[src/rtl/mips_pkg.sv]
// Shared MIPS decode constants and latency-class encoding.
// Latency: n/a (declarations only).
// Backpressure: n/a (declarations only).
package mips_pkg;

    // Primary opcodes (instr[31:26])
    localparam logic [5:0] R_FORMAT = 6'h00;
    localparam logic [5:0] LW       = 6'h23;
    localparam logic [5:0] SW       = 6'h2b;
    localparam logic [5:0] BEQ      = 6'h04;
    localparam logic [5:0] BNE      = 6'h05;
    localparam logic [5:0] J        = 6'h02;
    localparam logic [5:0] ORI      = 6'h0d;

    // R-format function codes (instr[5:0])
    localparam logic [5:0] JR       = 6'h08;
    localparam logic [5:0] SLL      = 6'h00;
    localparam logic [5:0] MFHI     = 6'h10;
    localparam logic [5:0] MFLO     = 6'h12;
    localparam logic [5:0] DIVU     = 6'h1b;

    // All-zero word; decodes as sll $0,$0,0 but is treated as a bubble.
    localparam logic [31:0] NOP_WORD = 32'h0000_0000;

    localparam int CLS_W = 4;

    typedef enum logic [CLS_W-1:0] {
        CLS_NOP,
        CLS_R,
        CLS_LW,
        CLS_I,
        CLS_BR,
        CLS_J,
        CLS_DIV,
        CLS_HILO,
        CLS_DEF
    } cls_t;

endpackage

[src/rtl/instr_classifier.sv]
// Decodes a fetched instruction word into its stall latency class.
// Latency: purely combinational, zero cycles.
// Backpressure: none; output follows i_instr every cycle.
//
// Ports:
//   i_instr  [31:0]       fetched instruction word
//   o_cls    [CLS_W-1:0]  latency class (cls_t encoding)
module instr_classifier
    import mips_pkg::*;
(
    input  logic [31:0]      i_instr,
    output logic [CLS_W-1:0] o_cls
);

    logic [5:0] w_opcode;
    logic [5:0] w_funct;
    cls_t       w_cls;

    assign w_opcode = i_instr[31:26];
    assign w_funct  = i_instr[5:0];

    // The zero-word test comes first so sll $0,$0,0 is a NOP, not an R op.
    always_comb begin
        w_cls = CLS_DEF;
        if (i_instr == NOP_WORD) begin
            w_cls = CLS_NOP;
        end else if (w_opcode == R_FORMAT) begin
            case (w_funct)
                DIVU:       w_cls = CLS_DIV;
                MFHI, MFLO: w_cls = CLS_HILO;
                default:    w_cls = CLS_R;    // includes JR and SLL
            endcase
        end else begin
            case (w_opcode)
                LW:       w_cls = CLS_LW;
                SW, ORI:  w_cls = CLS_I;
                BEQ, BNE: w_cls = CLS_BR;
                J:        w_cls = CLS_J;
                default:  w_cls = CLS_DEF;
            endcase
        end
    end

    assign o_cls = w_cls;

endmodule

[src/rtl/stall_sequencer.sv]
// PC-stall controller: holds the PC for a per-class number of cycles, divu runs in background.
// Latency: pc_en is combinational on current state/inputs; counters update on the next clk edge.
// Backpressure: o_pc_en low while stalling or while mfhi/mflo/divu wait on a busy divider.
//
// Ports:
//   clk, rst           clock, synchronous active-high reset
//   i_instr_valid      i_instr holds a fetched instruction
//   i_instr [31:0]     fetched instruction word
//   i_flush            redirect from branch resolution; aborts a stall, blocks acceptance
//   o_pc_en            PC may advance; accept = i_instr_valid & o_pc_en & ~i_flush
//   o_stall            ~o_pc_en
//   o_stall_cnt        remaining front-end stall cycles
//   o_div_busy         divider occupied
//   o_div_cnt          remaining divider cycles
module stall_sequencer
    import mips_pkg::*;
#(
    parameter int CNT_W         = 6,
    parameter int LAT_R         = 3,
    parameter int LAT_LW        = 3,
    parameter int LAT_I         = 3,
    parameter int LAT_BR        = 2,
    parameter int LAT_J         = 1,
    parameter int LAT_NOP       = 1,
    parameter int LAT_DIV       = 31,
    parameter int LAT_DIV_ISSUE = 1,
    parameter int LAT_HILO      = 0,
    parameter int LAT_DEFAULT   = 0
) (
    input  logic             clk,
    input  logic             rst,
    input  logic             i_instr_valid,
    input  logic [31:0]      i_instr,
    input  logic             i_flush,
    output logic             o_pc_en,
    output logic             o_stall,
    output logic [CNT_W-1:0] o_stall_cnt,
    output logic             o_div_busy,
    output logic [CNT_W-1:0] o_div_cnt
);

    localparam int CNT_MAX = (1 << CNT_W) - 1;

    // Every latency must fit the counters; a counter that cannot hold its
    // load value would silently shorten the stall.
    generate
        if (LAT_R < 0 || LAT_R > CNT_MAX) begin : g_bad_lat_r
            $error("LAT_R out of range for CNT_W");
        end
        if (LAT_LW < 0 || LAT_LW > CNT_MAX) begin : g_bad_lat_lw
            $error("LAT_LW out of range for CNT_W");
        end
        if (LAT_I < 0 || LAT_I > CNT_MAX) begin : g_bad_lat_i
            $error("LAT_I out of range for CNT_W");
        end
        if (LAT_BR < 0 || LAT_BR > CNT_MAX) begin : g_bad_lat_br
            $error("LAT_BR out of range for CNT_W");
        end
        if (LAT_J < 0 || LAT_J > CNT_MAX) begin : g_bad_lat_j
            $error("LAT_J out of range for CNT_W");
        end
        if (LAT_NOP < 0 || LAT_NOP > CNT_MAX) begin : g_bad_lat_nop
            $error("LAT_NOP out of range for CNT_W");
        end
        if (LAT_DIV < 0 || LAT_DIV > CNT_MAX) begin : g_bad_lat_div
            $error("LAT_DIV out of range for CNT_W");
        end
        if (LAT_DIV_ISSUE < 0 || LAT_DIV_ISSUE > CNT_MAX) begin : g_bad_lat_div_issue
            $error("LAT_DIV_ISSUE out of range for CNT_W");
        end
        if (LAT_HILO < 0 || LAT_HILO > CNT_MAX) begin : g_bad_lat_hilo
            $error("LAT_HILO out of range for CNT_W");
        end
        if (LAT_DEFAULT < 0 || LAT_DEFAULT > CNT_MAX) begin : g_bad_lat_default
            $error("LAT_DEFAULT out of range for CNT_W");
        end
    endgenerate

    localparam logic [CNT_W-1:0] L_R         = CNT_W'(LAT_R);
    localparam logic [CNT_W-1:0] L_LW        = CNT_W'(LAT_LW);
    localparam logic [CNT_W-1:0] L_I         = CNT_W'(LAT_I);
    localparam logic [CNT_W-1:0] L_BR        = CNT_W'(LAT_BR);
    localparam logic [CNT_W-1:0] L_J         = CNT_W'(LAT_J);
    localparam logic [CNT_W-1:0] L_NOP       = CNT_W'(LAT_NOP);
    localparam logic [CNT_W-1:0] L_DIV       = CNT_W'(LAT_DIV);
    localparam logic [CNT_W-1:0] L_DIV_ISSUE = CNT_W'(LAT_DIV_ISSUE);
    localparam logic [CNT_W-1:0] L_HILO      = CNT_W'(LAT_HILO);
    localparam logic [CNT_W-1:0] L_DEFAULT   = CNT_W'(LAT_DEFAULT);
    localparam logic [CNT_W-1:0] CNT_ONE     = CNT_W'(1);

    typedef enum logic {
        ST_IDLE,
        ST_STALL
    } state_t;

    state_t           r_state;
    state_t           w_state_nxt;
    logic [CNT_W-1:0] r_stall_cnt;
    logic [CNT_W-1:0] w_stall_cnt_nxt;
    logic [CNT_W-1:0] r_div_cnt;
    logic [CNT_W-1:0] w_div_cnt_nxt;

    logic [CLS_W-1:0] w_cls_raw;
    cls_t             w_cls;
    logic [CNT_W-1:0] w_lat;
    logic             w_div_busy;
    logic             w_needs_div;
    logic             w_block;
    logic             w_idle;
    logic             w_pc_en;
    logic             w_accept;

    instr_classifier u_classifier (
        .i_instr (i_instr),
        .o_cls   (w_cls_raw)
    );

    assign w_cls = cls_t'(w_cls_raw);

    // Class -> front-end stall length. A divu only costs the issue slot up
    // front; its full occupancy is tracked by the divider counter.
    always_comb begin
        w_lat = L_DEFAULT;
        case (w_cls)
            CLS_NOP:  w_lat = L_NOP;
            CLS_R:    w_lat = L_R;
            CLS_LW:   w_lat = L_LW;
            CLS_I:    w_lat = L_I;
            CLS_BR:   w_lat = L_BR;
            CLS_J:    w_lat = L_J;
            CLS_DIV:  w_lat = L_DIV_ISSUE;
            CLS_HILO: w_lat = L_HILO;
            default:  w_lat = L_DEFAULT;
        endcase
    end

    // Busy is taken from the registered count, so a mfhi presented in the
    // cycle the divider counts 1->0 still waits one cycle.
    assign w_div_busy  = (r_div_cnt != '0);
    assign w_needs_div = (w_cls == CLS_HILO) || (w_cls == CLS_DIV);
    assign w_block     = i_instr_valid & w_div_busy & w_needs_div;
    assign w_idle      = (r_state == ST_IDLE);

    // A flush in IDLE must let the redirect target load even if the
    // instruction on the fetch bus would otherwise be blocked.
    assign w_pc_en  = ~rst & w_idle & (i_flush | ~w_block);
    assign w_accept = i_instr_valid & w_pc_en & ~i_flush;

    // Stall FSM: next state and stall counter.
    always_comb begin
        w_state_nxt     = r_state;
        w_stall_cnt_nxt = r_stall_cnt;
        case (r_state)
            ST_IDLE: begin
                // L cycles of stall: the STALL state lasts cnt+1 cycles.
                if (w_accept && (w_lat != '0)) begin
                    w_state_nxt     = ST_STALL;
                    w_stall_cnt_nxt = w_lat - CNT_ONE;
                end
            end
            ST_STALL: begin
                if (i_flush) begin
                    w_state_nxt     = ST_IDLE;
                    w_stall_cnt_nxt = '0;
                end else if (r_stall_cnt == '0) begin
                    w_state_nxt = ST_IDLE;
                end else begin
                    w_stall_cnt_nxt = r_stall_cnt - CNT_ONE;
                end
            end
            default: begin
                w_state_nxt     = ST_IDLE;
                w_stall_cnt_nxt = '0;
            end
        endcase
    end

    // Divider occupancy: free-running down-counter, ignores FSM state and
    // flush. A new divu can only be accepted once it has reached zero.
    always_comb begin
        w_div_cnt_nxt = r_div_cnt;
        if (w_accept && (w_cls == CLS_DIV)) begin
            w_div_cnt_nxt = L_DIV;
        end else if (w_div_busy) begin
            w_div_cnt_nxt = r_div_cnt - CNT_ONE;
        end
    end

    always_ff @(posedge clk) begin
        if (rst) begin
            r_state     <= ST_IDLE;
            r_stall_cnt <= '0;
            r_div_cnt   <= '0;
        end else begin
            r_state     <= w_state_nxt;
            r_stall_cnt <= w_stall_cnt_nxt;
            r_div_cnt   <= w_div_cnt_nxt;
        end
    end

    assign o_pc_en     = w_pc_en;
    assign o_stall     = ~w_pc_en;
    assign o_stall_cnt = r_stall_cnt;
    assign o_div_busy  = w_div_busy;
    assign o_div_cnt   = r_div_cnt;

endmodule

[config.mk]
export PLATFORM = sky130hd
export DESIGN_NAME = stall_sequencer
export DESIGN_NICKNAME = d
export VERILOG_FILES = /design/src/rtl/mips_pkg.sv /design/src/rtl/instr_classifier.sv /design/src/rtl/stall_sequencer.sv
export SDC_FILE = /design/constraint.sdc
export NUM_CORES = 1
export LEC_CHECK = 0
export BUFFER_PORTS_ARGS = -buffer_cell sky130_fd_sc_hd__buf_4
export CORE_ASPECT_RATIO = 1.4
export CORE_MARGIN = 2
export CORE_UTILIZATION = 46
export CTS_CLUSTER_SIZE = 14
export DETAILED_ROUTE_END_ITERATION = 16
export PLACE_DENSITY_LB_ADDON = 0.08
export SLEW_MARGIN = 10
export SYNTH_ARGS = -nofsm -noshare
export SYNTH_HDL_FRONTEND = slang
export SYNTH_SLANG_ARGS = --single-unit
export TNS_END_PERCENT = 5
[constraint.sdc]
create_clock -name clk -period 4 [get_ports clk]
set_clock_uncertainty 0.2 [all_clocks]
set_input_delay 0.2 -clock clk [delete_from_list [all_inputs] [get_ports clk]]
set_output_delay 0.2 -clock clk [all_outputs]
set_load 0.02 [all_outputs]
==> flow_summary.toml, run 1 <==
[detailed_routing]
ant_nets = 0
wl_per_cell_um = 13.5
routed_wl_um = 2750
dr.max_layer_used = "met4"
route.met2.wl_um = 1480
drtPass1Iterations = 4
met3_length_um = 166
routed_via_density = 5.53
vias = 1129
drc_errors = 0
drt-initial-drc-count = 33
met1Wirelength_um = 1070

[placement]
place_ws_ps = 346
routabilityCongestion = 0.807
io_buffers = 50
dp_hpwl_um = 2270

[yosys]
synth-seq-cells = 13
synth_edf_count = 0
synthSimpleGateAreaFrac_pct = 33.8
synth_most_common_cell = "dfxtp_1"
synth_nets = 174
synthTopCellsByArea = "dfxtp_1 (24%), ha_1 (9.2%), a21oi_1 (5.1%)"
synth_ff_type = "dfxtp_1"
synth_seq_area_share_pct = 24.0
syn_area_per_cell_sq_um = 8.33
synth_top_area_share_pct = 24.0
synth_top_family_by_area = "simple AND/OR/NAND/NOR gates"
yosys.cell_types.count = 46
yosys-top-cells-count = "dfxtp_1 (13), a21oi_1 (11), nor2_1 (10), inv_1 (9)"
synth_top_area_cell = "dfxtp_1"
synth_warnings = 0
synthXorXnorAreaFrac_pct = 3.24
syn-instance-count = 130
muxShareOfSynthArea_pct = 3.82
async_flop_share_pct = 0
synth_area_sq_um = 1080
synthAdderAreaFrac_pct = 9.25
synth-compound-area-share_pct = 22.1

[global_routing]
grt_pass1_vias = 1112
grt_pass1_wl_um = 4440
gr-total-overflow = 0
grt_max_degree = 18
antenna_found_initial = 0
grt_use_total_pct = 21.1

[setup_path]
worst_ep_arrival_time_ps = 3320
startpoint_type = "input pin"
crit_path_max_fanout = 9
r2r_start = "o_div_cnt[0]$_SDFFE_PP0P_"
worst_ep_required_time_ps = 3970
cp-startpoint = "i_instr[28]"
worst_setup_path_end_kind = "flop"
critPathKind = "input pin to flop"

[clock_tree]
path_clk_slew_ps = 80
ctsResizeCount = 0
postCtsHoldBufs = 0
clock_path_buffers = 2
cts_tree = "done"
clock-sinks = 13
post_cts_buffers = 0
insertion_delay_ps = 270
clock-root-buffer = "clkbuf_4"
numCtsBuffers = 3
htree_levels = 1

[timing]
tightest_slew_ps = 424
finalCritPeriodShare_pct = 83.7
fmax_mhz = 299
fin_ws_ps = 653
drv_slew = 0
rsz0062_at_grt = "no"
min_period_ps = 3350
finalSetupViolations = 0
hold_viol_final = 0
max_slew_margin_pct = 71.7
tns_ps = 0

[finish]
area_delta_synth_final_pct = 39.0
drive_gt1_share_pct = 37.9
num_antenna_cells = 0
nets = 227

[job]
drv_cap = 0

[power]
power_density_nw_per_um2 = 354
p_leak_nw = 0.652
vdd_drop_max_uv = 405
fin_total_pwr_w = 0.000533

[hold_path]
hold_start = "rst"
hold_class = "input pin to flop"

[die]
coreArea_sq_um = 2200
die_h_um = 61.4
ioPinCount = 51
die_area_sq_um = 2760
initial_core_util_pct = 49.1
die_x_um = 45.0
rows = 20

[outcome]
status = "completed"
[registers in the layout, indices dropped and copies added, names as in the netlist]
name         count
o_div_cnt        6
o_stall_cnt      6
r_state          1
[final cells by class]
class | count | area (sq um)
clock buffers | 4 | 26.3
fillers | 201 | 698
inverters | 9 | 33.8
multi-input cells | 106 | 781
flip-flops and latches | 13 | 260
well taps | 22 | 27.5
repair buffers | 50 | 375
[layout by cell type (no fill, tap or decap), types with 2 or more instances in the layout]
cell type / n
a21oi_1: 11
buf_4: 50
clkbuf_4: 3
dfxtp_1: 13
ha_1: 8
inv_1: 9
mux2i_1: 3
nand2_1: 4
nand2b_1: 5
nand3_1: 5
nor2_1: 10
nor2b_1: 3
nor3_1: 6
nor4_1: 5
o21ai_0: 8
o21ai_1: 4
o221a_2: 2
xnor2_1: 3
[cells by family after synthesis]
kind of cell	count (synthesis)
XOR/XNOR	4
adder cells (fa/ha/maj)	8
AND/OR/NAND/NOR	56
buffers and inverters	11
AO/OA/AOI/OAI	34
flip-flops	13
multiplexers	4
[metal layers]
layer	GRT usage (%)	vias to the layer above
met2	41.8	32
li1	-	581
met4	8.40	0
met5	0	-
met3	1.17	4
met1	22.4	512
[final timing paths]
| kind | slack (ps) | endpoint | cells past startpoint |
|---|---|---|---|
| max | 650 | o_stall_cnt[5]$_SDFFE_PP0P_ | 13 |
| min | 30 | o_div_cnt[1]$_SDFFE_PP0P_ | 2 |
| max reg2reg | 1650 | o_stall_cnt[5]$_SDFFE_PP0P_ | 8 |
| min reg2reg | 330 | o_stall_cnt[2]$_SDFFE_PP0P_ | 2 |
[worst max-delay path, stage by stage]
cell and delay, ps:
buf_4 120, or3_4 400, a21oi_1 130, a31oi_1 50, a311o_1 360, ha_1 300
a21oi_1 160, inv_1 90, ha_1 180, or4b_2 710, o21ai_4 300, mux2i_1 230
o21ai_1 70
[through the flow]
step	hold slack, ps	area, sq um	util (%)	cells
global placement	298	1480	67.1	200
CTS	22.2	1500	68.3	204
floorplan	71.6	1080	-	130
global route	35.1	1500	68.3	204
detailed placement	316	1480	67.1	200
finish	27.9	1500	68.3	204
[power breakdown]
| group | internal, W | switching (W) |
|---|---|---|
| clock | 0.0000386 | 0.0000432 |
| combinational | 0.000132 | 0.000144 |
| sequential | 0.000152 | 0.0000235 |
No activity file was read; power rests on OpenSTA's default activity.
==> inputs of run 2 (changes only) <==
--- a/config.mk
+++ b/config.mk
@@ -8,7 +8,7 @@
 export BUFFER_PORTS_ARGS = -buffer_cell sky130_fd_sc_hd__buf_4
 export CORE_ASPECT_RATIO = 1.4
 export CORE_MARGIN = 2
-export CORE_UTILIZATION = 46
+export CORE_UTILIZATION = 41
 export CTS_CLUSTER_SIZE = 14
 export DETAILED_ROUTE_END_ITERATION = 16
 export PLACE_DENSITY_LB_ADDON = 0.08
==> constraint.sdc (replaced) <==
create_clock -name clk -period 2.7 [get_ports clk]
set_clock_uncertainty 0.2 [all_clocks]
set_input_delay 0.135 -clock clk [delete_from_list [all_inputs] [get_ports clk]]
set_output_delay 0.135 -clock clk [all_outputs]
set_load 0.02 [all_outputs]
==> flow_summary.toml, run 2 (synthesis gave the netlist of run 1 again) <==
[placement]
routabilityCongestion = 0.808
dp_hpwl_um = 2420
io_buffers = 50

[global_routing]
antenna_found_initial = 0
grt_max_degree = 18
grt_pass1_wl_um = 4860
grt_use_total_pct = 21.0
grt_pass1_vias = 1218
gr-total-overflow = 0

[detailed_routing]
drt-initial-drc-count = 26
routed_wl_um = 3210
routed_via_density = 5.23
wl_per_cell_um = 13.4
drc_errors = 0
ant_nets = 0
vias = 1251
drtPass1Iterations = 5

[clock_tree]
clock_path_buffers = 2
cts_tree = "done"
path_clk_slew_ps = 80
numCtsBuffers = 3
htree_levels = 1
insertion_delay_ps = 270
clock-sinks = 13
clock-root-buffer = "clkbuf_4"

[job]
drv_cap = 0

[hold_path]
hold_class = "input pin to flop"

[timing]
min_period_ps = 2960
drv_slew = 0
rsz0062_at_grt = "yes"
finalSetupViolations = 6
tightest_slew_ps = 494
tns_ps = -1330
hold_viol_final = 0
fmax_mhz = 337
max_slew_margin_pct = 66.7
finalCritPeriodShare_pct = 110
fin_ws_ps = -263

[finish]
mostFrequentLayoutCell = "buf_4"
area_delta_synth_final_pct = 62.2
final_cell_mix = "buf_4 (67), dfxtp_1 (13), nor2_1 (10)"
drive_gt1_share_pct = 49.3
num_antenna_cells = 0
fillers = 229
nets = 248

[setup_path]
critical-path-top-delay-family = "compound AO/OA/AOI/OAI gates"
startpoint_type = "input pin"
critPathKind = "input pin to flop"
crit_path_max_fanout = 5
cp_cell_sequence = "buf_4, nor4_2, nand4_1, a2bb2o_2, a311o_1, ha_1, a21oi_2, inv_1, ha_2, or4b_4, o21ai_4, mux2i_1, o21ai_1"
crit_slowest_cell = "or4b_4"
worst_setup_path_end_kind = "flop"
worst_ep_required_time_ps = 2660
slowest_delay_ps = 520
worst-path-buf-inv = 2
worst_ep_arrival_time_ps = 2930

[die]
coreArea_sq_um = 2560
rows = 22
die_h_um = 64.8
die_x_um = 47.4
ioPinCount = 51
die_area_sq_um = 3070
initial_core_util_pct = 42.3

[power]
p_leak_nw = 0.763
vdd_drop_max_uv = 616
power_density_nw_per_um2 = 467
fin_total_pwr_w = 0.000819

[outcome]
violations = "setup timing"
status = "finished with violations"
## run 2: cell types whose count changed in the layout (fill, tap and decap cells not counted), sizes merged
cell         change
buf             +18
clkbuf           -1
clkinv           +1
dlygate4sd3      +2
o21ai            +1
## run 2: timing repair
item	in CTS	in global routing
endpoints found under the hold margin	12	5
setup buffers	0	1
gates cloned	1	0
resized for setup	3	10
pin swaps	2	4
endpoints found under the setup margin	6	11
hold buffers	1	1
## run 2: metal layers
metal / vias up / GRT usage, % / share of wire, %
met5: - / 0 / 0
met4: 0 / 8.33 / 1.3
met3: 6 / 1.39 / 5.2
met2: 33 / 39.0 / 56
met1: 581 / 22.8 / 37
li1: 631 / - / -
## run 2: layout make-up
type	count	area (sq um)	area share [%]
inverters	9	33.8	1.92
well taps	36	45.0	2.57
repair buffers	70	538	30.6
clock buffers	3	22.5	1.28
multi-input cells	107	851	48.5
clock inverters	1	5.00	0.285
flip-flops and latches	13	260	14.8
## run 2: power breakdown
part / switching (W) / leakage [nW] / internal [W]
Combinational: 0.000220 / 0.639 / 0.000219
Sequential: 0.0000335 / 0.106 / 0.000225
Clock: 0.0000672 / 0.0177 / 0.0000548
## run 2: through the flow
step | hold WS, ps | std cells | utilization (%) | cell area, sq um | setup slack, ps
final | 71.2 | 239 | 68.6 | 1760 | -263
after global routing | 94.3 | 239 | 68.6 | 1760 | -461
after CTS | -46.0 | 237 | 66.0 | 1690 | -245
after detailed placement | 249 | 231 | 63.8 | 1630 | -646
after global placement | 249 | 231 | 63.8 | 1630 | -520
after floorplan | 6.61 | 130 | - | 1090 | -309
## run 2: worst register-to-register path, cell delays in order, from the launching register on
cell       delay (ps)
dfxtp_1           330
inv_1              90
ha_1              180
or3b_1            420
nor3_4            280
a2111oi_4         100
nor3_2            230
nand4_2           210
a21oi_1           190
## run 2: final timing paths
kind                            slack (ps)  cells after the start                        start                           to
worst max register to register         410                      8    o_div_cnt[0]$_SDFFE_PP0P_    o_div_cnt[4]$_SDFFE_PP0P_
worst min-delay path                    70                      4                      i_flush    o_div_cnt[3]$_SDFFE_PP0P_
worst min register to register         330                      2  o_stall_cnt[2]$_SDFFE_PP0P_  o_stall_cnt[2]$_SDFFE_PP0P_
worst max-delay path                  -260                     13                  i_instr[23]  o_stall_cnt[5]$_SDFFE_PP0P_
